==> src/rtl/irq_ctrl.sv <==
// irq_ctrl: latches per-source interrupt requests into PEND, masks them and drives HWInt/IRQ.
// Latency: a rising request sampled at edge t is pending and visible on HWInt/IRQ after edge t.
// Backpressure: none; bus writes never stall pending capture, and Dout is combinational.
//
// Ports: clk/rst_n (synchronous active-low reset), Addr/WE/Din/Dout word-addressed device bus
// (only Addr[3:2], i.e. Addr[1:0] of this port, is decoded), irq_in raw requests,
// HWInt = pend & mask, IRQ = |HWInt.
module irq_ctrl #(
    parameter int NSRC = 6
) (
    input  logic            clk,
    input  logic            rst_n,
    input  logic [29:0]     Addr,
    input  logic            WE,
    input  logic [31:0]     Din,
    output logic [31:0]     Dout,
    input  logic [NSRC-1:0] irq_in,
    output logic [NSRC-1:0] HWInt,
    output logic            IRQ
);

    localparam logic [1:0] SEL_PEND  = 2'd0;
    localparam logic [1:0] SEL_MASK  = 2'd1;
    localparam logic [1:0] SEL_MODE  = 2'd2;
    localparam logic [1:0] SEL_CLAIM = 2'd3;

    logic [NSRC-1:0] pend;
    logic [NSRC-1:0] mask;
    logic [NSRC-1:0] mode;
    logic [NSRC-1:0] irq_q;
    logic [NSRC-1:0] rise;
    logic [NSRC-1:0] hit;
    logic [NSRC-1:0] clr;
    logic [NSRC-1:0] mode_chg;
    logic [NSRC-1:0] pend_nxt;
    logic [1:0]      sel;
    logic            claim_vld;
    logic [2:0]      claim_idx;
    logic            unused_bits;

    assign sel   = Addr[1:0];
    assign rise  = irq_in & ~irq_q;
    assign hit   = pend & mask;
    assign HWInt = hit;
    assign IRQ   = |hit;

    // Upper address bits are decoded by the system bridge; Din is only partly used.
    assign unused_bits = ^{Addr[29:2], Din};

    // Lowest set index wins: scan downward so the last assignment is the lowest.
    always_comb begin
        claim_vld = |hit;
        claim_idx = 3'd0;
        for (int i = NSRC - 1; i >= 0; i--) begin
            if (hit[i]) claim_idx = 3'(i);
        end
    end

    // Software clears only ever affect edge-mode sources. A CLAIM index >= NSRC
    // never matches any loop index, so such writes fall through harmlessly.
    always_comb begin
        clr      = '0;
        mode_chg = '0;
        if (WE) begin
            case (sel)
                SEL_PEND:  clr      = Din[NSRC-1:0] & mode;
                SEL_MODE:  mode_chg = Din[NSRC-1:0] ^ mode;
                SEL_CLAIM: begin
                    for (int i = 0; i < NSRC; i++) begin
                        if (Din[2:0] == 3'(i)) clr[i] = mode[i];
                    end
                end
                default: ;
            endcase
        end
    end

    // Edge: set beats clear. Level: mirror input. A mode flip drops the bit for one cycle.
    assign pend_nxt = ((mode & (rise | (pend & ~clr))) | (~mode & irq_in)) & ~mode_chg;

    always_ff @(posedge clk) begin
        if (!rst_n) begin
            pend  <= '0;
            mask  <= '0;
            mode  <= '0;
            irq_q <= '0;
        end else begin
            irq_q <= irq_in;
            pend  <= pend_nxt;
            if (WE && sel == SEL_MASK) mask <= Din[NSRC-1:0];
            if (WE && sel == SEL_MODE) mode <= Din[NSRC-1:0];
        end
    end

    always_comb begin
        Dout = 32'd0;
        case (sel)
            SEL_PEND:  Dout = 32'(pend);
            SEL_MASK:  Dout = 32'(mask);
            SEL_MODE:  Dout = 32'(mode);
            SEL_CLAIM: Dout = {claim_vld, 28'd0, claim_idx};
            default:   Dout = 32'd0;
        endcase
    end

endmodule

==> config.mk <==
export PLATFORM = sky130hd
export DESIGN_NAME = irq_ctrl
export DESIGN_NICKNAME = d
export VERILOG_FILES = /design/src/rtl/irq_ctrl.sv
export SDC_FILE = /design/constraint.sdc
export NUM_CORES = 1
export LEC_CHECK = 0
export ABC_CLOCK_PERIOD_IN_PS = 2000
export CORE_ASPECT_RATIO = 1.2
export CORE_MARGIN = 10
export CORE_UTILIZATION = 35
export CTS_CLUSTER_DIAMETER = 150
export DETAILED_ROUTE_END_ITERATION = 12
export PLACE_DENSITY = 0.92
export SYNTH_ARGS = -nofsm -noshare
export SYNTH_HDL_FRONTEND = slang
export SYNTH_SLANG_ARGS = --single-unit
==> constraint.sdc <==
create_clock -name clk -period 2 [get_ports clk]
set_clock_uncertainty 0.05 [all_clocks]
set_input_delay 0.4 -clock clk [delete_from_list [all_inputs] [get_ports clk]]
set_output_delay 0.4 -clock clk [all_outputs]
set_load 0.02 [all_outputs]
==> key figures <==
Yosys
  • Post-Synthesis Cells: 202
  • Post-synth EDFFs: 0
  • Yosys warning total: 0
  • Avg Inst Size Synth: 7.65 um^2
  • Most common flop cell mapped by yosys: dfxtp_1
  • Ys async rst share: 0%
  • Sequential share of the synthesized area: 31.1%
  • Dominant cells by area after synthesis: dfxtp_1 (31%), nand2_1 (13%), buf_4 (12%)
  • Synth top area share: 31.1%
  • Distinct cells, synth: 33
  • Cell taking the most area after synthesis: dfxtp_1
  • Post-synthesis register bit count: 24
  • Syn Std Cell Area: 0.00155 mm^2

Finish
  • Ratio of cells with drive above 1 in the final layout: 24.1%
  • Final instance area: 0.00214 mm^2
  • Layout area overhead: 38.5%
  • Ant diodes: 0
  • # nets final: 343

Worst setup path
  • CP Capture Type: primary output
  • CP Class: reg2out
  • Reg-to-reg endpoint: pend[0]$_SDFF_PN0_
  • Req. time, crit path: 1550 ps
  • Reg2Reg Setup Slack: 790 ps
  • Startpoint Class: flip-flop
  • FF-to-FF Start: mode[0]$_SDFFE_PN0P_
  • R2R cell count: 5
  • CP Data Arrival Time: 1570 ps
  • Crit Path Max Fanout: 3

Detailed routing
  • Drt pass-1 iters: 4
  • WL/cell: 14.2 um
  • Vias: 1553
  • Aggregate routed wire length: 4510 um
  • DR iter-0 viols: 86
  • DR DRC count: 0
  • Final ANT Viol Nets: 0
  • Via/cell ratio: 4.90

Global routing
  • First-pass GRT wire length: 6980 um
  • Gr usage total: 11.2%
  • Vias in the first global route: 1612
  • Initial antenna violation count: 0
  • GRT Residual Overflow: 0
  • Largest net degree at the start of global routing: 25

Clock tree
  • CTS tree: yes
  • H-tree lvl count: 1
  • Worst-path clk slew: 90 ps
  • Clock Path Buffers: 2
  • CTS sink cnt: 24
  • Root buf cell: clkbuf_8
  • # hold bufs at CTS: 0
  • Worst-skew pair later-pin latency: 270 ps
  • CTS buffer count: 3

STA
  • Slew Limit Fails: 0
  • Final period utilization: 101%
  • Final setup vio count: 2
  • Crit path time final: 2020 ps
  • Final Hold Viols: 0
  • RSZ-0062 raised after global routing: true
  • Max Clk Rate: 0.496 GHz
  • Final worst slack: -16.9 ps

Place
  • HPWL Detailed: 3580 um
  • Dpl cell area: 0.00204 mm^2
  • Final Wtd Congestion: 0.878
  • Pre-CTS WS: -776 ps
  • # port buffers: 30

Min path
  • Hold path startpoint: irq_q[1]$_SDFF_PN0_
  • Min-Delay Endpoint: pend[1]$_SDFF_PN0_
  • Worst hold path class: reg2reg
  • Number of cells on the worst hold path: 3

Job
  • Maxcap violations: 0

Power and ir drop
  • P per Cell Area: 521 mW/mm^2
  • Leakage power: 0.994 nW
  • VDD IR max: 236 uV

Die
  • Initial core utilization: 36.3%
  • Die Y: 92.8 um
  • Die W: 80.7 um
  • Die ar.: 0.00748 mm^2
  • Ports: 110
  • Core area: 0.00426 mm^2
  • Num rows: 26

Status
  • Failing checks: negative setup slack
  • Status: finished with violations
-- state kept, by name, indices dropped and copies added, names as in the netlist --
signal / count
irq_q: 6
mask: 6
mode: 6
pend: 6
-- cells in the mapped netlist (4+ instances only) --
cell      instances
and2_1            7
o211ai_1          5
ha_1             10
a22oi_1           5
nand2_1          54
buf_4            25
nand3_1           7
a21boi_0         12
o21ai_0           5
inv_1             8
dfxtp_1          24
a32oi_1           4
a21oi_1           8
-- cell usage in the layout (no fill, tap or decap) --
master           Yosys  routed
a211oi_1             1       1
a21boi_0            12      12
a21boi_1             1       1
a21oi_1              8       8
a221o_1              1       1
a221oi_2             0       2
a22oi_1              5       5
a31oi_1              1       1
a32oi_1              4       4
and2_1               7       7
and2_4               1       1
and2b_1              1       1
and3b_1              1       1
buf_12               0       1
buf_2                3       5
buf_4               25      35
buf_6                0       2
clkbuf_8             0       4
clkdlybuf4s15_1      0       1
clkdlybuf4s50_1      0      19
conb_1               1      25
dfxtp_1             24      22
dfxtp_2              0       2
dlymetal6s2s_1       0       1
ha_1                10       7
ha_4                 0       3
inv_1                8       6
inv_2                1       3
nand2_1             54      51
nand2_2              1       4
nand2b_1             1       1
nand3_1              7       7
nand4b_1             1       1
nor2_1               2       2
nor2b_1              3       3
o211ai_1             5       5
o21ai_0              5       2
o21ai_1              0       3
or4_4                1       1
-- power by group --
part	switching [mW]	internal [mW]	leakage, nW
sequential	0.0133	0.500	0.198
clock	0.159	0.176	0.0288
combinational	0.156	0.112	0.767
-- per-stage QoR --
step           cells  power (mW)  setup TNS (ps)  hold WS, ps  util [%]
6_report         317        1.12           -24.7          451      50.2
5_1_grt          317        1.16           -87.9          498      50.2
4_1_cts          315        1.11           -48.9          459      49.1
3_5_place_dp     311       0.779           -6400          445      47.8
3_3_place_gp     311       0.771           -5230          437      47.8
2_1_floorplan    226       0.694               0          407         -
-- layer usage --
metal | wire length, um | global-route usage (%)
met1 | 1670 | 11.0
met2 | 2230 | 21.5
met3 | 506 | 3.68
met4 | 101 | 3.18
met5 | 0 | 0
-- layout make-up --
cell class,instances,area (um^2)
Multi-Input combinational cell,160,956
Sequential cell,24,483
Clock buffer,4,55.1
Inverter,9,33.8
Fill cell,417,2120
Timing Repair Buffer,64,543
Tap cell,56,70.1
-- repair_timing --
action,in CTS,in global routing
gates cloned,0,0
pin swaps,1,2
gates resized for setup,53,14
hold endpoints to repair,0,0
setup buffers,0,2
setup endpoints to repair,8,11
-- critical path, cell delays in order (launching register included) --
cell	delay, ps
dfxtp_2	330
and2_4	150
or4_4	510
and3b_1	190
buf_6	130
-- worst max path at each step --
stage / startpoint / endpoint / slack, ps / depth (start not counted)
4_1_cts: pend[0]$_SDFF_PN0_ / Dout[31] / -30 / 4
3_5_place_dp: Addr[0] / Dout[3] / -780 / 6
2_1_floorplan: Addr[1] / Dout[3] / 40 / 5
5_1_grt: pend[0]$_SDFF_PN0_ / Dout[31] / -50 / 4
6_report: pend[0]$_SDFF_PN0_ / Dout[31] / -20 / 4
3_3_place_gp: Addr[0] / Dout[4] / -750 / 6
-- cell families (layout without fill, tap and decap cells) --
family / Yosys count / in the layout / share of synthesized area [%]
other cells: 1 / 25 / 0.243
compound gates: 45 / 45 / 20.3
buf+inv: 42 / 77 / 16.6
fa+ha+maj: 10 / 10 / 8.10
simple gates: 80 / 80 / 23.6
flops: 24 / 24 / 31.1
(Power assumes the default switching activity.)
